--- config.mk ---
export PLATFORM = sky130hd
export DESIGN_NAME = sync_fifo_param
export DESIGN_NICKNAME = d
export VERILOG_FILES = /design/src/rtl/sync_fifo_param.sv
export SDC_FILE = /design/constraint.sdc
export NUM_CORES = 1
export LEC_CHECK = 0
export CORE_UTILIZATION = 59
export DETAILED_ROUTE_END_ITERATION = 8
export PLACE_DENSITY = 0.78
export SYNTH_ARGS = -nofsm -noshare
export SYNTH_HDL_FRONTEND = slang
export SYNTH_SLANG_ARGS = --single-unit
--- constraint.sdc ---
create_clock -name clk -period 3.6 [get_ports clk]
set_input_delay 0.72 -clock clk [delete_from_list [all_inputs] [get_ports clk]]
set_output_delay 0.72 -clock clk [all_outputs]
set_load 0.01 [all_outputs]
--- src/rtl/sync_fifo_param.sv ---
// -----------------------------------------------------------------------------
// sync_fifo_param
//
// Single-clock parametrised FIFO with occupancy count, programmable
// almost-full / almost-empty thresholds and overflow / underflow error pulses.
//
// Parameters:
//   WIDTH    data word width in bits (>= 1)
//   DEPTH    number of entries, power of 2, >= 4
//   AF_LEVEL almost_full asserts when count >= AF_LEVEL (1..DEPTH)
//   AE_LEVEL almost_empty asserts when count <= AE_LEVEL (0..DEPTH-1)
//
// Ports:
//   clk           sole clock, rising edge
//   rst           asynchronous reset, active-high
//   wr / din      write request and write data
//   rd            read request (pop/acknowledge in FWFT mode)
//   dout          read data
//   empty, full, almost_empty, almost_full   status flags from count
//   count         current occupancy, 0..DEPTH
//   overflow      one-cycle pulse after a rejected write
//   underflow     one-cycle pulse after a rejected read
//
// Build option:
//   SYNC_FIFO_FWFT_EN  when defined, dout shows the head entry continuously
//                      (first-word-fall-through) and rd pops it; otherwise
//                      dout is registered and updates the cycle after an
//                      accepted read.
// -----------------------------------------------------------------------------
module sync_fifo_param #(
    parameter int WIDTH    = 8,
    parameter int DEPTH    = 16,
    parameter int AF_LEVEL = DEPTH - 4,
    parameter int AE_LEVEL = 2
) (
    input  logic                       clk,
    input  logic                       rst,
    input  logic                       wr,
    input  logic                       rd,
    input  logic [WIDTH-1:0]           din,
    output logic [WIDTH-1:0]           dout,
    output logic                       empty,
    output logic                       full,
    output logic                       almost_empty,
    output logic                       almost_full,
    output logic [$clog2(DEPTH):0]     count,
    output logic                       overflow,
    output logic                       underflow
);

    localparam int AW = $clog2(DEPTH);
    localparam int CW = AW + 1;

    localparam logic [CW-1:0] DEPTH_C = CW'(DEPTH);
    localparam logic [CW-1:0] AF_C    = CW'(AF_LEVEL);
    localparam logic [CW-1:0] AE_C    = CW'(AE_LEVEL);

    logic [WIDTH-1:0] mem_q [DEPTH];

    logic [AW-1:0] wr_ptr_q, wr_ptr_d;
    logic [AW-1:0] rd_ptr_q, rd_ptr_d;
    logic [CW-1:0] count_q,  count_d;
    logic          overflow_q,  overflow_d;
    logic          underflow_q, underflow_d;
    logic          wr_accept;
    logic          rd_accept;

    // Flags decode the registered count only, so they cannot glitch when
    // wr and rd arrive together.
    assign empty        = (count_q == '0);
    assign full         = (count_q == DEPTH_C);
    assign almost_empty = (count_q <= AE_C);
    assign almost_full  = (count_q >= AF_C);
    assign count        = count_q;
    assign overflow     = overflow_q;
    assign underflow    = underflow_q;

    always_comb begin
        // NOTE: every signal driven here gets a value on every path (defaults
        // first), otherwise synthesis infers a latch to hold the old value.
        wr_ptr_d    = wr_ptr_q;
        rd_ptr_d    = rd_ptr_q;
        count_d     = count_q;

        // A write into a full FIFO is still accepted when a read frees a slot
        // on the same edge; a read from an empty FIFO never is.
        wr_accept   = wr && (!full || rd);
        rd_accept   = rd && !empty;

        if (wr_accept) wr_ptr_d = wr_ptr_q + AW'(1);
        if (rd_accept) rd_ptr_d = rd_ptr_q + AW'(1);

        unique case ({wr_accept, rd_accept})
            2'b10:   count_d = count_q + CW'(1);
            2'b01:   count_d = count_q - CW'(1);
            default: count_d = count_q;
        endcase

        overflow_d  = wr && full && !rd;
        underflow_d = rd && empty;
    end

    // NOTE: clocked state uses non-blocking assignments so every flop samples
    // the pre-edge values; blocking here would create order-dependent races.
    always_ff @(posedge clk or posedge rst) begin
        if (rst) begin
            wr_ptr_q    <= '0;
            rd_ptr_q    <= '0;
            count_q     <= '0;
            overflow_q  <= 1'b0;
            underflow_q <= 1'b0;
        end else begin
            wr_ptr_q    <= wr_ptr_d;
            rd_ptr_q    <= rd_ptr_d;
            count_q     <= count_d;
            overflow_q  <= overflow_d;
            underflow_q <= underflow_d;
        end
    end

    // NOTE: the storage array has no reset; pointers and count define which
    // entries are valid, and leaving it unreset lets it map onto plain RAM.
    always_ff @(posedge clk) begin
        if (wr_accept) mem_q[wr_ptr_q] <= din;
    end

`ifdef SYNC_FIFO_FWFT_EN
    // Head entry is always visible; contents are meaningless while empty.
    assign dout = mem_q[rd_ptr_q];
`else
    logic [WIDTH-1:0] dout_q, dout_d;

    // Output register loads only on an accepted read and holds otherwise,
    // including across a rejected read.
    always_comb begin
        dout_d = dout_q;
        if (rd_accept) dout_d = mem_q[rd_ptr_q];
    end

    always_ff @(posedge clk or posedge rst) begin
        if (rst) dout_q <= '0;
        else     dout_q <= dout_d;
    end

    assign dout = dout_q;
`endif

endmodule

==> results.toml <==
[routing]
vias_per_cell = 6.16
route.detailed.drc = 0
antenna_left = 0
vias = 3241
post_drt_wl_per_cell_um = 23.9
drt_iter0_markers = 339
drt_wl_total_um = 12600
dr.pass1.iters = 4

[setup_path]
cp-startpoint = "count[1]"
rrSetupSlack_ns = 0.66
slowest_delay_ns = 0.59
startpoint_type = "flop"
r2r-start = "count[1]"
cp_cell_sequence = "nor4_1 -> nand2_1 -> inv_1 -> clkdlybuf4s50_1"
slowest_stage = "nor4_1"
cp_num_buf_inv = 2
r2r_end = "count[4]"
path_depth = 4
crit_fanout = 10
critPathArrivalTime_ns = 2.37
worstSetupEndpointType = "output port"
crit_type = "reg2out"
path_delay_family = "simple AND/OR/NAND/NOR gates"
critPathRequiredTime_ns = 2.88
reg2reg_depth = 10
critPathCapture = "full"

[yosys]
synth_area_leaders = "edfxtp_1 (63%), dfrtp_1 (9.4%), mux4_2 (8.1%), mux4_1 (3.9%), ha_1 (1.6%)"
ys_warn_count = 0
synth.top_cells.by_count = "edfxtp_1 (128), dfrtp_1 (23), mux4_2 (22)"
ys_async_sr_fraction = 0.152
syn_inst = 331
synth_cell_types = 43
synth_ff_type = "edfxtp_1"
synth_top_area_share = 0.627
ys_ff_latch = 151
synth-seq-area-share = 0.721
synth_nets = 351
synth_edf_count = 128
syn-cell-area_um2 = 6130
syn_area_per_cell_um2 = 18.5
synth_top_cell_by_area = "edfxtp_1"
synth.most_common_cell = "edfxtp_1"

[placement]
dpl.hpwl_um = 7260
port_buffers = 30
globalplace.congestion = 0.795
placed_area_um2 = 6660
dpl_worst_slack_ns = 0.472

[timing]
slew_headroom = 0.306
rsz0062_at_grt = "no"
setup_viol = 0
setup_tns_ns = 0
fin_skew_ns = 0.0123
period_minus_slack_ns = 3.09
finalCritPeriodShare = 0.858
tightest_slew_ns = 1.04
hold_violations = 0
finalMaxSlewViolations = 0
worst_slack_ns = 0.513
fmax_ghz = 0.324

[floorplanning]
rows = 36
core-area_um2 = 9910
dieArea_um2 = 10800
die_x_um = 104
start_util = 0.619
fp.dieH_um = 104
design.portCount = 31

[clocking]
cts_max_level = 4
cts_root_buffer = "clkbuf_8"
ctsResizeCount = 0
cts.clk_slew.worst_paths_ns = 0.06
clk_latency_ns = 0.53
cts_tree = "built"
cts_buffers = 17
cts_buffer_depth = 2
cts_setup_buffers = 0
cts_num_sinks = 151
cts-hold-fix-buffers = 0

[hold_path]
min_path_type = "reg2reg"
hp-start = "dout[2]"

[pwr]
power_leakage_nw = 2.57
power_density_nw_per_um2 = 834
ir_worst_vdd_uv = 580
power_mw = 6.13

[finish]
area_delta_synth_final_pct = 19.9
diodes = 0
drive_gt1_frac = 0.219
fin_area_um2 = 7350
final_nets = 400
fin_util = 0.741

[global_routing]
grt_pass1_vias = 3397
grt_pass1_wl_um = 19500
grt_util_all_layers = 0.255
grt_max_degree = 32
antenna_found_initial = 0
globalRouteOverflowTotal = 0

[status]
status = "complete, no violations"

[flow_run]
maxCapViolCount = 0
==> sequential cells by signal, indices dropped and copies added, names as in the netlist <==
register,cells
mem_q,128
rd_ptr_q,4
count,5
underflow,1
dout,8
wr_ptr_q,4
overflow,1
==> where the power goes <==
part | switching, mW | internal [mW] | total, mW | leakage [nW]
registers | 0.295 | 2.17 | 2.47 | 1.43
logic | 0.765 | 0.853 | 1.62 | 0.816
clock network | 0.699 | 1.35 | 2.05 | 0.331
==> per-stage QoR <==
stage                     std cells  hold slack (ns)
after floorplan                 331            0.552
after global placement          494            0.499
after detailed placement        494            0.514
after CTS                       526            0.528
after global routing            526            0.539
final                           526            0.517
==> layout by cell type (no fill, tap or decap), drive strengths merged, types with 4 or more instances in the layout <==
cell	count
edfxtp	128
mux4	31
clkdlybuf4s50	30
dfrtp	23
buf	21
clkbuf	18
nor2	16
a21oi	10
nand2	10
inv	10
mux2	9
nor2b	8
ha	8
xnor2	7
bufinv	7
xor2	6
a211oi	6
o22ai	6
mux2i	5
nor3	4
==> worst reg2reg max path, stage by stage, from the launching register on <==
cell and delay [ns]:
dfrtp_1 0.48, or4_1 0.61, o31a_1 0.38, inv_1 0.12
ha_1 0.32, xor2_1 0.18, ha_1 0.20, and3b_1 0.15
o21ai_0 0.07, a21oi_1 0.20, xnor2_1 0.15
==> worst min path at each step <==
stage                    to  cells past startpoint
finish              dout[2]                      1
global route        dout[2]                      1
CTS                 dout[2]                      1
detailed placement  dout[2]                      1
global placement    dout[2]                      1
floorplan           dout[2]                      1
==> logic make-up (layout without fill, tap and decap cells) <==
| family | count (synthesis) | count (layout) | share of synthesized area |
|---|---|---|---|
| adder cells (fa/ha/maj) | 8 | 8 | 0.0163 |
| AND/OR/NAND/NOR | 53 | 53 | 0.0447 |
| flip-flops | 151 | 151 | 0.721 |
| XOR/XNOR | 13 | 13 | 0.0186 |
| AO/OA/AOI/OAI | 33 | 33 | 0.0343 |
| multiplexers | 45 | 45 | 0.145 |
| buffers and inverters | 28 | 90 | 0.0204 |
==> cell type report <==
class / instances / area (um2)
sequential: 151 / 4420
inverter: 7 / 26.3
timing repair buffer: 51 / 458
multi-input combinational: 152 / 1590
clock inverter: 14 / 270
fill: 570 / 2560
tap: 133 / 166
clock buffer: 18 / 418
==> layer usage <==
layer,track usage,vias up,part of all wire
li1,-,1417,-
met3,0.0570,24,0.056
met2,0.430,129,0.53
met5,0,-,0
met4,0.113,0,0.023
met1,0.318,1671,0.39
(Power assumes the default switching activity.)
